File: src/rtl/count_mon_pkg.sv
// Shared types and constants for the counter sequence monitor.
package count_mon_pkg;

    typedef enum logic [1:0] {IDLE, SYNC, TRACK} state_t;

    typedef enum logic [1:0] {
        HIT  = 2'd0,
        WRAP = 2'd1,
        ERR  = 2'd2
    } evt_code_t;

    localparam int COUNT_W = 8;
    localparam int EVT_W   = 2 + COUNT_W;

    // The counter either steps by one or lands on zero the cycle after its sync reset.
    function automatic logic [COUNT_W-1:0] next_expected(input logic [COUNT_W-1:0] prev,
                                                         input logic               rst_q);
        return rst_q ? '0 : prev + COUNT_W'(1);
    endfunction

endpackage

File: src/rtl/evt_fifo.sv
// Small synchronous FIFO for monitor events; flush empties it in one cycle.
module evt_fifo #(
    parameter int DEPTH = 4,
    parameter int WIDTH = 10
) (
    input  logic             clk,
    input  logic             reset_n,
    input  logic             push,
    input  logic             pop,
    input  logic             flush,
    input  logic [WIDTH-1:0] din,
    output logic [WIDTH-1:0] dout,
    output logic             full,
    output logic             empty
);

    localparam int AW = (DEPTH > 1) ? $clog2(DEPTH) : 1;

    logic [WIDTH-1:0] mem [DEPTH];
    logic [AW-1:0]    wr_ptr;
    logic [AW-1:0]    rd_ptr;
    logic [AW:0]      fill;
    logic             do_push;
    logic             do_pop;

    assign full    = (fill == (AW+1)'(DEPTH));
    assign empty   = (fill == '0);
    assign do_pop  = pop && !empty;
    // A pop frees the slot this very edge, so a push into a full queue still lands.
    assign do_push = push && (!full || do_pop);

    // NOTE: storage carries no reset; dout is forced to zero while empty so stale words never leak.
    always_ff @(posedge clk) begin
        if (do_push && !flush) begin
            mem[wr_ptr] <= din;
        end
    end

    assign dout = empty ? '0 : mem[rd_ptr];

    // NOTE: state uses non-blocking assignments so every register samples pre-edge values.
    always_ff @(posedge clk or negedge reset_n) begin
        if (!reset_n) begin
            wr_ptr <= '0;
            rd_ptr <= '0;
            fill   <= '0;
        end else if (flush) begin
            wr_ptr <= '0;
            rd_ptr <= '0;
            fill   <= '0;
        end else begin
            if (do_push) begin
                wr_ptr <= wr_ptr + AW'(1);
            end
            if (do_pop) begin
                rd_ptr <= rd_ptr + AW'(1);
            end
            case ({do_push, do_pop})
                2'b10:   fill <= fill + (AW+1)'(1);
                2'b01:   fill <= fill - (AW+1)'(1);
                default: fill <= fill;
            endcase
        end
    end

endmodule

File: src/rtl/count_monitor.sv
// Watches an upstream 8-bit counter for sequence errors, wraps and threshold hits,
// and queues one coded event per cycle for a ready/valid consumer.
module count_monitor
    import count_mon_pkg::*;
#(
    parameter int FIFO_DEPTH = 4
) (
    input  logic             clk,
    input  logic             reset_n,
    input  logic [7:0]       count,
    input  logic             cnt_reset,
    input  logic             enable,
    input  logic [7:0]       threshold,
    input  logic             clr,
    output logic             evt_valid,
    input  logic             evt_ready,
    output logic [EVT_W-1:0] evt_data,
    output logic             err,
    output logic [7:0]       err_count,
    output logic             overflow
);

    state_t           state;
    logic [7:0]       prev;
    logic             rst_q;

    logic             checking;
    logic [7:0]       expected;
    logic             mismatch;
    logic             wrap_seen;
    logic             hit_seen;
    logic             evt_push;
    evt_code_t        evt_code;
    logic [EVT_W-1:0] evt_din;
    logic             evt_pop;
    logic             fifo_full;
    logic             fifo_empty;

    assign checking  = (state == TRACK) && enable;
    assign expected  = next_expected(prev, rst_q);
    assign mismatch  = checking && (count != expected);
    assign wrap_seen = checking && (prev == 8'hFF) && (count == 8'h00) && !rst_q;
    assign hit_seen  = checking && (count == threshold) && (prev != threshold);

    // NOTE: every always_comb output gets a default first, otherwise a latch is inferred.
    always_comb begin
        evt_push = 1'b0;
        evt_code = HIT;
        if (mismatch) begin
            evt_push = 1'b1;
            evt_code = ERR;
        end else if (wrap_seen) begin
            evt_push = 1'b1;
            evt_code = WRAP;
        end else if (hit_seen) begin
            evt_push = 1'b1;
            evt_code = HIT;
        end
    end

    assign evt_din   = {evt_code, count};
    assign evt_pop   = evt_valid && evt_ready;
    assign evt_valid = !fifo_empty;

    evt_fifo #(
        .DEPTH (FIFO_DEPTH),
        .WIDTH (EVT_W)
    ) u_fifo (
        .clk     (clk),
        .reset_n (reset_n),
        .push    (evt_push),
        .pop     (evt_pop),
        .flush   (clr),
        .din     (evt_din),
        .dout    (evt_data),
        .full    (fifo_full),
        .empty   (fifo_empty)
    );

    always_ff @(posedge clk or negedge reset_n) begin
        if (!reset_n) begin
            state     <= IDLE;
            prev      <= '0;
            rst_q     <= 1'b0;
            err       <= 1'b0;
            err_count <= '0;
            overflow  <= 1'b0;
        end else begin
            rst_q <= cnt_reset;

            if (!enable) begin
                state <= IDLE;
            end else begin
                case (state)
                    IDLE:    state <= SYNC;
                    SYNC: begin
                        prev  <= count;
                        state <= TRACK;
                    end
                    TRACK:   prev <= count;
                    default: state <= IDLE;
                endcase
            end

            // Clear only touches status; the tracking FSM keeps running.
            if (clr) begin
                err       <= 1'b0;
                err_count <= '0;
                overflow  <= 1'b0;
            end else begin
                if (mismatch) begin
                    err <= 1'b1;
                    if (err_count != 8'hFF) begin
                        err_count <= err_count + 8'd1;
                    end
                end
                if (evt_push && fifo_full && !evt_pop) begin
                    overflow <= 1'b1;
                end
            end
        end
    end

endmodule

File: config.mk
export PLATFORM = sky130hd
export DESIGN_NAME = count_monitor
export DESIGN_NICKNAME = d
export VERILOG_FILES = /design/src/rtl/count_mon_pkg.sv /design/src/rtl/evt_fifo.sv /design/src/rtl/count_monitor.sv
export SDC_FILE = /design/constraint.sdc
export NUM_CORES = 1
export LEC_CHECK = 0
export ABC_AREA = 1
export BUFFER_PORTS_ARGS = -buffer_cell sky130_fd_sc_hd__buf_2
export CORE_MARGIN = 1.5
export CORE_UTILIZATION = 52
export CTS_CLUSTER_SIZE = 12
export DETAILED_ROUTE_END_ITERATION = 7
export PLACE_DENSITY_LB_ADDON = 0.08
export SLEW_MARGIN = 25
export SYNTH_ARGS = -nofsm -noshare
export SYNTH_HDL_FRONTEND = slang
export SYNTH_SLANG_ARGS = --single-unit
File: constraint.sdc
create_clock -name clk -period 2.6 [get_ports clk]
set_input_delay 0.52 -clock clk [delete_from_list [all_inputs] [get_ports clk]]
set_output_delay 0.52 -clock clk [all_outputs]
set_load 0.05 [all_outputs]
[After elaboration in Yosys (flattened, before gate mapping)]
Memory sizes are Yosys's and may differ from the RTL's.
Index checks and enable logic that the tools add are counted.
Word-level totals
  register bits after elaboration: 28
  bits in writable memories: 40
  bits of input ports: 22
  output and inout bits: 21
  logic and storage cells: 82
  memories kept: 1
Operators by class
  add/sub/neg operators: 6
  equality and inequality tests: 11
  mux-type cells: 24
  reduce and logical (&&, ||, !) cells: 31
Memory list
  u_fifo.mem: depth 4, width 10, read ports 1, clocked after Yosys merged registers in 0, write ports 1, line evt_fifo.sv:19  | logic [WIDTH-1:0] mem [DEPTH];
Operator list (count)
  8-bit 2-to-1 mux: 4
  8-bit by 1-bit adder with 8-bit output, second input constant: 2
  8-bit != test: 2
  1-bit logical AND: 13
  2-bit 2-to-1 mux: 6
  1-bit 2-to-1 mux: 10
  10-bit 2-to-1 mux: 1
  2-bit nonzero test: 5
  8-bit == test: 1
  8-bit == test, second input constant: 1
  8-bit logical NOT: 1
  8-bit != test, second input constant: 1
  2-bit one-hot mux with 3 select lines: 1
  3-bit one-hot mux with 2 select lines: 1
  1-bit logical NOT: 5
  2-bit by 1-bit adder with 2-bit output, second input constant: 2
  2-bit by 1-bit == test with 1-bit output, second input constant: 2
  2-bit == test, second input constant: 2
  2-bit AND reduction: 2
  3-bit by 1-bit adder with 3-bit output, second input constant: 1
  3-bit == test, second input constant: 1
  3-bit logical NOT: 1
  3-bit 2-to-1 mux: 1
  3-bit nonzero test: 1
  other kinds (5): 5

[Depth between registers and ports, before layout]
  word-level depth: 11
  depth in mapped cells: 17
  mapped depth without buffers: 17

[Cells and area by module]
A second synthesis with hierarchy kept.
Second synthesis, totals
  cell total of the unflattened synthesis: 420
  area, all modules: 3667.3 sq um
Modules (own cells, without submodules)
  evt_fifo: times used 1, cells an instance 186, area each 2087.0 sq um, sequential area each 1376.3 sq um
  count_monitor: times used 1, cells an instance 234, area each 1580.3 sq um, sequential area each 525.5 sq um

[Worst setup path before layout]
No wires, ideal clock.
  path type: flip-flop to flip-flop
  start point: register prev[0]
  end point: memory u_fifo.mem[0][0], enable pin
  library setup time: 0.376 ns
  arrival time: 2.132 ns
  data required time: 2.224 ns
  setup slack: 0.092 ns
  stages on the path, launching flop included: 15
  buffers on the path: 0
  period minus slack after synthesis: 2.508 ns
  path through: dfrtp_1 ha_1 nand2_1 inv_1 a21oi_1 nand2_1 nand2_1 nand2_1 nand3_2 o21bai_4 nand2_1 nand2_1 nor2_2 inv_1 nor2_1
Between the ends
  cells in the longest elaborated chain, start to end: 10
  elaborated cells on any way between the ends: 17
  classes of those cells: add/sub (1); eq/ne (3); mux (6); reduce/logical (7)
RTL lines
  from (decl): line count_monitor.sv:24  | logic [7:0] prev;
  from (signal assigned): line count_monitor.sv:97  | prev <= count;
  from (signal assigned): line count_monitor.sv:100  | TRACK: prev <= count;
  parallel branches: the longest is 5 deep, another holds 8-bit by 1-bit adder with 8-bit output
  1-bit 2-to-1 mux *: line count_monitor.sv:49  | if (mismatch) begin
  1-bit logical AND *: line evt_fifo.sv:30  | assign do_push = push && (!full || do_pop);
  1-bit logical AND *: line evt_fifo.sv:34  | if (do_push && !flush) begin
  1-bit 2-to-1 mux *: line evt_fifo.sv:34
  1-bit 2-to-1 mux (not written as such) *: line evt_fifo.sv:35  | mem[wr_ptr] <= din;
  to (decl): line evt_fifo.sv:19
Every way passes the cells marked *.

[Final worst setup path]
  start point: register prev[0]
  end point: register u_fifo.fill[2]
Between the ends
  cells in the longest elaborated chain, start to end: 10
  elaborated cells on any way between the ends: 19
  classes of those cells: add/sub (1); eq/ne (5); mux (6); reduce/logical (7)
RTL lines
  parallel branches: the longest is 5 deep, another holds 8-bit by 1-bit adder with 8-bit output
  1-bit 2-to-1 mux *: line count_monitor.sv:49
  1-bit logical AND *: line evt_fifo.sv:30
  2-bit by 1-bit == test with 1-bit output / 2-bit == test (equally long branches): line evt_fifo.sv:58  | case ({do_push, do_pop})
  3-bit one-hot mux with 2 select lines: line evt_fifo.sv:58
  3-bit 2-to-1 mux: line evt_fifo.sv:47  | end else if (flush) begin
  to (signal assigned): line evt_fifo.sv:59  | 2'b10: fill <= fill + (AW+1)'(1);
  to (signal assigned): line evt_fifo.sv:60  | 2'b01: fill <= fill - (AW+1)'(1);
  to (signal assigned): line evt_fifo.sv:61  | default: fill <= fill;
  to (decl): line evt_fifo.sv:22  | logic [AW:0] fill;
Marks and branches as above.
A chain may end at the register's enable or synchronous reset.

==> results.ini <==
[outcome]
status=finished clean

[worst_setup_path]
critPathCaptureType=flop
reg2reg_from=prev[0]$_DFFE_PN0P_
cp.required_ps=2880
cp_slowest_cell=dfrtp_1
critical_path.max_stage_delay_ps=420
worst_ep_arrival_time_ps=2810
r2r_cells=16
worstPathCellList=ha_4 > nand2_2 > nand2_1 > nand2_1 > nor2_2 > nand3_1 > nor2_1 > nand3_2 > o21bai_4 > nand3_4 > fa_2 > xor2_2 > nand4_1 > nand2_1 > nand3_2 > nand2_1
critPathKind=reg -> reg
r2r-end=u_fifo.fill[2]$_DFFE_PN0P_
path_max_fanout=3
startpoint_type=flop
cp_common_cell=nand2_1
rrSetupSlack_ps=70

[synth]
yosysSeqAreaShare_pct=52.8
syn_area_um2=3600
synth_top_family_by_area=simple AND/OR/NAND/NOR gates
muxShareOfSynthArea_pct=0
ys_seq_elements=68
synth_top_area_cell=edfxtp_1
synth_edf_count=40
synth_area_per_cell_um2=8.89
synth-xor-area-share_pct=3.16
yosys_warnings=0
syn_inst=405
synth_compound_area_share_pct=10.2
synth-simple-area-share_pct=24.2
yosys.area.top_type_share_pct=33.4
yosys.area_share.adder_pct=3.68
synth_nets=437
ys.flop_type=edfxtp_1
synth_area_leaders=edfxtp_1 33%, dfrtp_1 19%, nand2_1 7.0%
ys_types=34
async_reset_ff_share_pct=41.2

[floorplanning]
die_h_um=86.2
die_width_um=86.2
row_count=30
pin_count=43
dieArea_um2=7430
core_um2=6760
start_util_pct=53.3

[final_layout]
fillers=579
multi_input_area_um2=1560
register_area_um2=1900
fin_util_pct=64.2
syn_to_final_growth_pct=20.5
final_layout_size_suffix_gt1_share_pct=25.0
antenna_cells=0
final_area_um2=4340
final_nets=503

[global_route]
busiest_layer=met2
track_usage_pct=22.5
antenna_found_initial=0
grt_max_degree=29
use_met1_pct=30.9
gr-total-overflow=0
grt_first_pass_wirelength_um=12700
first_global_vias=2657
grt_use_met2_pct=35.3
grt_util_met3_pct=4.76

[cts]
clock-sinks=68
clkTransAtPathRegs_ps=80
numCtsBuffers=9
insertion_delay_ps=340
cts_max_level=3
cts_tree=built
clock_path_buffers=2
postCtsHoldBufs=0
root_buffer=clkbuf_8

[sta]
slew_headroom_pct=55.7
tightest_slew_ps=664
finClkSkew_ps=10.0
period_needed_ps=2530
post-route-period-util_pct=97.3
fmax_mhz=395
setup_viol=0
rsz0062_at_grt=yes
final_max_slew_viol_count=0
hold_viol=0
holdWs_ps=207

[placement]
numPortBuffers=42
placed_area_um2=4000
gp_congestion=0.941
dp_hpwl_um=5500

[routing]
wire_per_inst_um=14.5
ant_nets=0
viasPerCell=5.26
first_iter_violations=117
vias=2923
finalWirelength_um=8040
drcViolationCount=0
firstDrtPassIters=4

[power_and_ir_drop]
ir_drop_uv=543
static-leakage-power_nw=1.89
power.density_nw_per_um2=882

[flow_run]
drv_cap=0

[hold_path]
min_path_type=in -> async

## critical path, delay by kind of cell (launching register included)
family | cells | cell delay [ps]
flip-flops | 1 | 420
XOR/XNOR | 1 | 160
adder cells (fa/ha/maj) | 2 | 680
AND/OR/NAND/NOR | 12 | 1000
AO/OA/AOI/OAI | 1 | 210
## report_power, final
group / internal, W / total (W) / switching (W)
logic: 0.000486 / 0.00157 / 0.00109
registers: 0.00126 / 0.00139 / 0.000136
clock network: 0.000465 / 0.000863 / 0.000398
total: 0.00221 / 0.00383 / 0.00162
## synth_stat cells (all sizes together) (4+ instances only)
cell	number
a21oi	17
clkbuf	8
dfrtp	28
edfxtp	40
ha	9
inv	46
nand2	72
nand3	29
nand4	12
nor2	70
nor3	4
o21ai	40
o31ai	4
xnor2	6
xor2	7
## metrics by stage
step	setup TNS, ps	cells	power [W]	setup WS, ps
after CTS	0	550	0.00373	31.7
after global routing	-293	556	0.00406	-129
final	0	556	0.00383	70.4
after global placement	-8.72	534	0.00285	-8.72
after detailed placement	-53.4	534	0.00287	-53.4
after floorplan	0	405	0.00249	91.5
## cell families after synthesis
| kind of cell | count (synthesis) |
|---|---|
| AOI/OAI and AO/OA | 66 |
| xor gates and xnor gates | 13 |
| adders and majority gates | 10 |
| buffers and inverters | 57 |
| DFF | 68 |
| and+or+nand+nor | 191 |
## cell usage in the layout, fill, tap and decap left out, types with 8 or more instances in the layout
cell      count
nand2_1      63
edfxtp_1     40
buf_2        42
inv_1        41
a21oi_1      15
clkbuf_8     10
buf_4        15
dfrtp_1      27
ha_1          8
nand4_1      12
nand3_1      25
nor2_1       59
o21ai_0      35
## worst max-delay path by stage
| stage | startpoint | end | slack, ps | cells after the start |
|---|---|---|---|---|
| 2_1_floorplan | prev[0]$_DFFE_PN0P_ | u_fifo.mem[0][0]$_DFFE_PP_ | 90 | 14 |
| 3_3_place_gp | count[0] | u_fifo.fill[2]$_DFFE_PN0P_ | -9 | 17 |
| 5_1_grt | prev[0]$_DFFE_PN0P_ | u_fifo.fill[2]$_DFFE_PN0P_ | -130 | 17 |
| 6_report | prev[0]$_DFFE_PN0P_ | u_fifo.fill[2]$_DFFE_PN0P_ | 70 | 16 |
| 4_1_cts | prev[0]$_DFFE_PN0P_ | u_fifo.fill[2]$_DFFE_PN0P_ | 30 | 17 |
| 3_5_place_dp | count[0] | u_fifo.fill[2]$_DFFE_PN0P_ | -50 | 17 |
## flip-flops by register name, summed over array words and instances (netlist names)
register	count
u_fifo.mem	40
err_count	8
u_fifo.rd_ptr	2
rst_q	1
u_fifo.fill	3
err	1
prev	8
state	2
overflow	1
u_fifo.wr_ptr	2
## layer usage
layer | part of all wire [%] | wire (µm)
met4 | 1.0 | 80
met3 | 5.1 | 411
met5 | 0 | 0
met2 | 49 | 3910
met1 | 45 | 3630
## layout make-up
| cell class | count | area share [%] |
|---|---|---|
| sequential | 68 | 43.9 |
| multi-input combinational | 280 | 35.9 |
| timing repair buffer | 65 | 9.43 |
| inverter | 47 | 4.07 |
| clock buffer | 11 | 3.26 |
| tap | 80 | 2.31 |
| clock inverter | 5 | 1.21 |
## what timing repair did
action	4_1_cts	5_1_grt
gates cloned	0	2
pin swaps	0	7
resized for setup	1	31
endpoints found under the setup margin	1	12
buffers inserted	0	4
endpoints found under the hold margin	0	0
No activity file was read; power rests on OpenSTA's default activity.
